File: src/rtl/mips_fwd_pkg.sv
`default_nettype none
// +----------------------------------------------------------------------------+
// | Package  : mips_fwd_pkg                                                    |
// | Purpose  : Shared definitions for the forwarding / load-use controller:    |
// |            operand-select codes, the per-stage tracker record and the      |
// |            priority compare used for both ALU operands.                    |
// | Revision : 1.0  initial release                                            |
// +----------------------------------------------------------------------------+
package mips_fwd_pkg;

  // Operand-mux select codes
  localparam logic [1:0] FWD_RF    = 2'b00;  // register-file value
  localparam logic [1:0] FWD_EXMEM = 2'b01;  // EX/MEM ALU result
  localparam logic [1:0] FWD_MEMWB = 2'b10;  // MEM/WB result
  localparam logic [1:0] FWD_WBRET = 2'b11;  // WB-retired value latch

  // Register-address width carried inside a tracker record
  localparam int unsigned TRK_RD_W = 5;

  // One pipeline-stage tracker
  typedef struct packed {
    logic                valid;
    logic [TRK_RD_W-1:0] rd;
    logic                reg_write;
    logic                mem_read;
  } trk_t;

  // A stage can supply a source only if it holds a real register-writing
  // instruction targeting that source; $0 is hard-wired and never forwards.
  function automatic logic trk_match(input trk_t s, input logic [TRK_RD_W-1:0] src);
    return s.valid && s.reg_write && (s.rd == src) && (src != '0);
  endfunction

  // Youngest producer wins: EX, then MEM, then WB.
  function automatic logic [1:0] fwd_select(input trk_t ex,
                                            input trk_t mem,
                                            input trk_t wb,
                                            input logic [TRK_RD_W-1:0] src,
                                            input logic use_src);
    logic [1:0] sel;
    sel = FWD_RF;
    if (use_src) begin
      if (trk_match(ex, src))       sel = FWD_EXMEM;
      else if (trk_match(mem, src)) sel = FWD_MEMWB;
      else if (trk_match(wb, src))  sel = FWD_WBRET;
    end
    return sel;
  endfunction

endpackage : mips_fwd_pkg
`default_nettype wire

File: src/rtl/fwd_stage_reg.sv
`default_nettype none
// +----------------------------------------------------------------------------+
// | Module   : fwd_stage_reg                                                   |
// | Purpose  : One pipeline-stage tracker register. Loads d_i every cycle, or  |
// |            an all-zero bubble when bubble_i is high.                       |
// | Ports    : clk      - clock                                                |
// |            rst_n    - asynchronous active-low reset                        |
// |            d_i      - tracker record to load                               |
// |            bubble_i - load an invalid (all-zero) record instead of d_i     |
// |            q_o      - registered tracker record                            |
// | Revision : 1.0  initial release                                            |
// +----------------------------------------------------------------------------+
module fwd_stage_reg
  import mips_fwd_pkg::*;
(
  input  logic clk,
  input  logic rst_n,
  input  trk_t d_i,
  input  logic bubble_i,
  output trk_t q_o
);

  trk_t trk_q;
  trk_t trk_d;

  always_comb begin
    trk_d = d_i;
    if (bubble_i) begin
      trk_d = '0;
    end
  end

  always_ff @(posedge clk or negedge rst_n) begin
    if (!rst_n) begin
      trk_q <= '0;
    end else begin
      trk_q <= trk_d;
    end
  end

  assign q_o = trk_q;

endmodule : fwd_stage_reg
`default_nettype wire

File: src/rtl/fwd_sel_ctrl.sv
`default_nettype none
// +----------------------------------------------------------------------------+
// | Module   : fwd_sel_ctrl                                                    |
// | Purpose  : Forwarding-select and load-use stall controller. Tracks the     |
// |            destinations of the EX, MEM and WB instructions and compares    |
// |            them with the sources of the instruction leaving ID.            |
// | Ports    : clk, rst_n            - clock, async active-low reset           |
// |            id_valid              - ID holds a real instruction             |
// |            id_rs, id_rt          - ID source registers                     |
// |            id_use_rs, id_use_rt  - source actually read                    |
// |            id_rd                 - ID destination register                 |
// |            id_reg_write          - ID instruction writes the RF            |
// |            id_mem_read           - ID instruction is a load                |
// |            flush                 - squash the instruction issuing to EX    |
// |            stall                 - freeze PC and IF/ID (combinational)     |
// |            fwd_sel_a, fwd_sel_b  - operand selects for EX (registered)     |
// | Revision : 1.0  initial release                                            |
// +----------------------------------------------------------------------------+
module fwd_sel_ctrl
  import mips_fwd_pkg::*;
#(
  parameter int unsigned REG_AW = 5,
  parameter int unsigned SEL_W  = 2
) (
  input  logic              clk,
  input  logic              rst_n,
  input  logic              id_valid,
  input  logic [REG_AW-1:0] id_rs,
  input  logic [REG_AW-1:0] id_rt,
  input  logic              id_use_rs,
  input  logic              id_use_rt,
  input  logic [REG_AW-1:0] id_rd,
  input  logic              id_reg_write,
  input  logic              id_mem_read,
  input  logic              flush,
  output logic              stall,
  output logic [SEL_W-1:0]  fwd_sel_a,
  output logic [SEL_W-1:0]  fwd_sel_b
);

  // The tracker record and the select codes have fixed widths.
  if (REG_AW != TRK_RD_W) begin : g_aw_check
    $error("fwd_sel_ctrl: REG_AW must equal mips_fwd_pkg::TRK_RD_W");
  end
  if (SEL_W != 2) begin : g_sel_check
    $error("fwd_sel_ctrl: SEL_W must be 2 for the 4-input operand mux");
  end

  logic [TRK_RD_W-1:0] w_rs;
  logic [TRK_RD_W-1:0] w_rt;
  trk_t                w_id_trk;
  trk_t                w_ex_trk;
  trk_t                w_mem_trk;
  trk_t                w_wb_trk;
  logic                w_issue;
  logic                w_rs_lu;
  logic                w_rt_lu;

  logic [SEL_W-1:0]    sel_a_q, sel_a_d;
  logic [SEL_W-1:0]    sel_b_q, sel_b_d;

  assign w_rs = TRK_RD_W'(id_rs);
  assign w_rt = TRK_RD_W'(id_rt);

  always_comb begin
    w_id_trk           = '0;
    w_id_trk.valid     = 1'b1;
    w_id_trk.rd        = TRK_RD_W'(id_rd);
    w_id_trk.reg_write = id_reg_write;
    w_id_trk.mem_read  = id_mem_read;
  end

  // Load-use: the loaded value is not available until the load reaches MEM,
  // so a dependent ID instruction waits one cycle. Only the registered EX
  // tracker and ID inputs feed this path.
  assign w_rs_lu = id_use_rs && (w_rs == w_ex_trk.rd);
  assign w_rt_lu = id_use_rt && (w_rt == w_ex_trk.rd);
  assign stall   = id_valid && w_ex_trk.valid && w_ex_trk.mem_read &&
                   w_ex_trk.reg_write && (w_ex_trk.rd != '0) &&
                   (w_rs_lu || w_rt_lu);

  // Flush outranks stall for what enters EX; stall itself is unaffected.
  assign w_issue = id_valid && !stall && !flush;

  // Back end never stalls: EX always advances to MEM and MEM to WB.
  fwd_stage_reg u_ex_trk (
    .clk      (clk),
    .rst_n    (rst_n),
    .d_i      (w_id_trk),
    .bubble_i (!w_issue),
    .q_o      (w_ex_trk)
  );

  fwd_stage_reg u_mem_trk (
    .clk      (clk),
    .rst_n    (rst_n),
    .d_i      (w_ex_trk),
    .bubble_i (1'b0),
    .q_o      (w_mem_trk)
  );

  fwd_stage_reg u_wb_trk (
    .clk      (clk),
    .rst_n    (rst_n),
    .d_i      (w_mem_trk),
    .bubble_i (1'b0),
    .q_o      (w_wb_trk)
  );

  // Selects are computed against the trackers as they stand now; one edge
  // later every producer has moved down a stage, which is exactly what the
  // select codes name (EX -> EX/MEM, MEM -> MEM/WB, WB -> retired latch).
  always_comb begin
    sel_a_d = SEL_W'(FWD_RF);
    sel_b_d = SEL_W'(FWD_RF);
    if (w_issue) begin
      sel_a_d = SEL_W'(fwd_select(w_ex_trk, w_mem_trk, w_wb_trk, w_rs, id_use_rs));
      sel_b_d = SEL_W'(fwd_select(w_ex_trk, w_mem_trk, w_wb_trk, w_rt, id_use_rt));
    end
  end

  always_ff @(posedge clk or negedge rst_n) begin
    if (!rst_n) begin
      sel_a_q <= SEL_W'(FWD_RF);
      sel_b_q <= SEL_W'(FWD_RF);
    end else begin
      sel_a_q <= sel_a_d;
      sel_b_q <= sel_b_d;
    end
  end

  assign fwd_sel_a = sel_a_q;
  assign fwd_sel_b = sel_b_q;

endmodule : fwd_sel_ctrl
`default_nettype wire

File: config.mk
export PLATFORM = sky130hd
export DESIGN_NAME = fwd_sel_ctrl
export DESIGN_NICKNAME = d
export VERILOG_FILES = /design/src/rtl/mips_fwd_pkg.sv /design/src/rtl/fwd_stage_reg.sv /design/src/rtl/fwd_sel_ctrl.sv
export SDC_FILE = /design/constraint.sdc
export NUM_CORES = 1
export LEC_CHECK = 0
export ABC_AREA = 1
export CAP_MARGIN = 20
export CORE_MARGIN = 5
export CORE_UTILIZATION = 29
export CTS_CLUSTER_SIZE = 10
export DETAILED_ROUTE_END_ITERATION = 10
export SLEW_MARGIN = 25
export SYNTH_ARGS = -nofsm -noshare
export SYNTH_HDL_FRONTEND = slang
export SYNTH_SLANG_ARGS = --single-unit
File: constraint.sdc
create_clock -name clk -period 1.67 [get_ports clk]
set_clock_uncertainty 0.1 [all_clocks]
set_input_delay 0.501 -clock clk [delete_from_list [all_inputs] [get_ports clk]]
set_output_delay 0.501 -clock clk [all_outputs]
set_load 0.03 [all_outputs]
==> results.sh <==
export IMPL_cp_top_family="simple AND/OR/NAND/NOR gates"
export IMPL_synthArstFlopShare_pct=100
export IMPL_clk_pin_slew_worst_paths_ps=100
export IMPL_grt_pass1_vias=1345
export IMPL_place_area_sq_um=2000
export IMPL_antenna_cells=0
export IMPL_grt_pass1_wl_um=6220
export IMPL_wl_per_cell_um=10.6
export IMPL_crit_required_ps=1070
export IMPL_worstSetupPathType="reg2out"
export IMPL_core_area_sq_um=4820
export IMPL_path_cells="nand2_1, nand2_2, nor2_2, nand4_1, nand2_2, nand2_4, inv_4, buf_6"
export IMPL_avgSynthCellArea_sq_um=6.92
export IMPL_cts_buffer_depth=2
export IMPL_rsz0062_at_grt="yes"
export IMPL_slowest_delay_ps=480
export IMPL_antenna_found_initial=0
export IMPL_synth_flop_cell="dfrtp_1"
export IMPL_post_place_ws_ps=-773
export IMPL_hold_path_class="reg2reg"
export IMPL_pin_count=28
export IMPL_fin_ws_ps=-409
export IMPL_grt_start_max_net_pins=27
export IMPL_drc=0
export IMPL_endpoint_kind="output port"
export IMPL_dp_hpwl_um=2940
export IMPL_synth_common_cells="85 x nand2_1, 27 x inv_1, 26 x dfrtp_1"
export IMPL_worstSkewPairLatency_ps=280
export IMPL_final_cells=334
export IMPL_filler_cell_count=508
export IMPL_synth_top_area_share_pct=44.3
export IMPL_synth_seq_area_share_pct=44.3
export IMPL_yosys_cell_count_top_type="nand2_1"
export IMPL_arrival_ps=1480
export IMPL_status="complete, but fails checks"
export IMPL_fin_util_pct=44.2
export IMPL_first_pass_iters=6
export IMPL_max_freq_ghz=0.481
export IMPL_path_buf_inv=2
export IMPL_timing_final_crit_share_pct=124
export IMPL_seq_area_sq_um=652
export IMPL_cpMaxStageDelayCell="dfrtp_2"
export IMPL_fin_nets=291
export IMPL_drt_initial_drc_count=44
export IMPL_rows=25
export IMPL_path_max_fanout=5
export IMPL_max_slew_margin_pct=77.3
export IMPL_synth_edff_count=0
export IMPL_power_density_nw_per_um2=685
export IMPL_cts_tree="built"
export IMPL_vias=1383
export IMPL_syn_area_sq_um=1470
export IMPL_synth_top_cell_by_area="dfrtp_1"
export IMPL_violations="setup timing"
export IMPL_htree_levels=1
export IMPL_initial_utilization_pct=30.5
export IMPL_cp_start_kind="register"
export IMPL_dp_cells=330
export IMPL_synth_area_leaders="dfrtp_1 44%, nand2_1 22%, inv_1 6.9%, nor2_1 5.4%, nor2_2 4.7%"
export IMPL_cts_setup_buffers=0
export IMPL_overflow=0
export IMPL_slew_violations=0
export IMPL_antenna_left=0
export IMPL_postRouteWirelength_um=3540
export IMPL_final_min_clock_period_ps=2080
export IMPL_drive_above_1_share_pct=27.0
export IMPL_place_congestion=0.890
export IMPL_dieArea_sq_um=6580
export IMPL_leakage_nw=1.15
export IMPL_ir_drop_uv=332
export IMPL_setup_viol=1
export IMPL_multiInputGateArea_sq_um=699
export IMPL_io_buffers=27
export IMPL_hold_buffers=0
export IMPL_synth_fp_nets=235
export IMPL_die_x_um=81.1
export IMPL_numCtsBuffers=3
export IMPL_dieHeight_um=81.1
export IMPL_worstMarginPinSlew_ps=339
export IMPL_syn_inst=212
export IMPL_power_w=0.00146
export IMPL_ys_ff_latch=26
export IMPL_cts_root_buffer="clkbuf_8"
export IMPL_synth_warnings=0
export IMPL_syn_to_final_growth_pct=45.1
export IMPL_maxCapViolCount=0
export IMPL_cp_common_cell="nand2_2"
export IMPL_grt_usage_pct=12.5
export IMPL_via_per_inst=4.14
export IMPL_finalHoldViolCount=0
export IMPL_fin_area_sq_um=2130
export IMPL_clock_sinks=26
export IMPL_synth_cell_types=18
state kept, by name, summed over array words and instances, names as in the netlist:
signal and cells:
u_ex_trk.q_o 8, u_mem_trk.q_o 7, fwd_sel_a 2, fwd_sel_b 2
u_wb_trk.q_o 7
worst paths after layout:
kind / cells past startpoint / from / to / slack [ps]
hold reg to reg: 0 / u_mem_trk.q_o[7]$_DFF_PN0_ / u_wb_trk.q_o[7]$_DFF_PN0_ / 280
hold / removal: 0 / u_mem_trk.q_o[7]$_DFF_PN0_ / u_wb_trk.q_o[7]$_DFF_PN0_ / 280
max in group asynchronous: 2 / rst_n / u_wb_trk.q_o[3]$_DFF_PN0_ / 860
setup reg to reg: 9 / u_ex_trk.q_o[2]$_DFF_PN0_ / fwd_sel_a[1]$_DFF_PN0_ / 90
setup / recovery: 8 / u_ex_trk.q_o[2]$_DFF_PN0_ / stall / -410
min in group asynchronous: 2 / rst_n / u_mem_trk.q_o[4]$_DFF_PN0_ / 460
cells by family (layout without fill, tap and decap cells):
family	count (synthesis)	count (layout)	share of synthesized area [%]
flip-flops	26	26	44.3
buffers and inverters	40	95	11.3
AO/OA/AOI/OAI	4	4	1.36
XOR/XNOR	5	5	2.98
AND/OR/NAND/NOR	137	137	40.0
repair_timing:
item                                    CTS  global route
pin swaps                                 3            10
resized for setup                        30            12
endpoints found under the setup margin   17            13
worst reg2reg max path, stage by stage, from the launching register on:
cell and delay, ps:
dfrtp_2 480, nand2_1 100, nand2_2 70, nor2_2 130, nand4_1 110, nand2_2 100, nand2_4 60, buf_4 150
nand2_8 120, nor2_1 60
power by group:
group	total, W	switching [W]	internal [W]
Sequential	0.000669	0.0000187	0.000650
Clock	0.000532	0.000210	0.000321
Combinational	0.000259	0.000128	0.000131
Total	0.00146	0.000357	0.00110
layout by cell type (no fill, tap or decap), drive strengths merged, types with 2 or more instances in the layout:
cell type | Yosys | layout
clkdlybuf4s50 | 0 | 12
clkdlybuf4s15 | 0 | 7
nand3 | 7 | 7
nand4 | 7 | 7
nand2 | 87 | 87
nor3 | 2 | 2
o21ai | 4 | 4
inv | 39 | 39
clkbuf | 0 | 3
xnor2 | 4 | 4
dlygate4sd2 | 0 | 7
dfrtp | 26 | 26
buf | 1 | 26
nor2 | 32 | 32
stage by stage:
step           TNS, ps  hold WS (ps)
2_1_floorplan        0           105
4_1_cts           -423           287
6_report          -409           283
3_5_place_dp     -7660           266
5_1_grt           -584           294
3_3_place_gp     -7560           260
layer usage:
metal / global-route usage [%] / vias up / share of wire, %
met3: 2.00 / 5 / 4.8
met1: 16.9 / 614 / 48
li1: - / 741 / -
met2: 20.2 / 23 / 45
met4: 4.56 / 0 / 1.4
met5: 0 / - / 0
area by class of cell:
type	instances	area share, %
clock buffer	3	1.94
clock inverter	1	1.41
inverter	39	7.11
multi-input combinational	146	32.8
sequential	26	30.6
tap	67	3.94
timing repair buffer	52	22.2
Power figures use the tool's default switching activity.
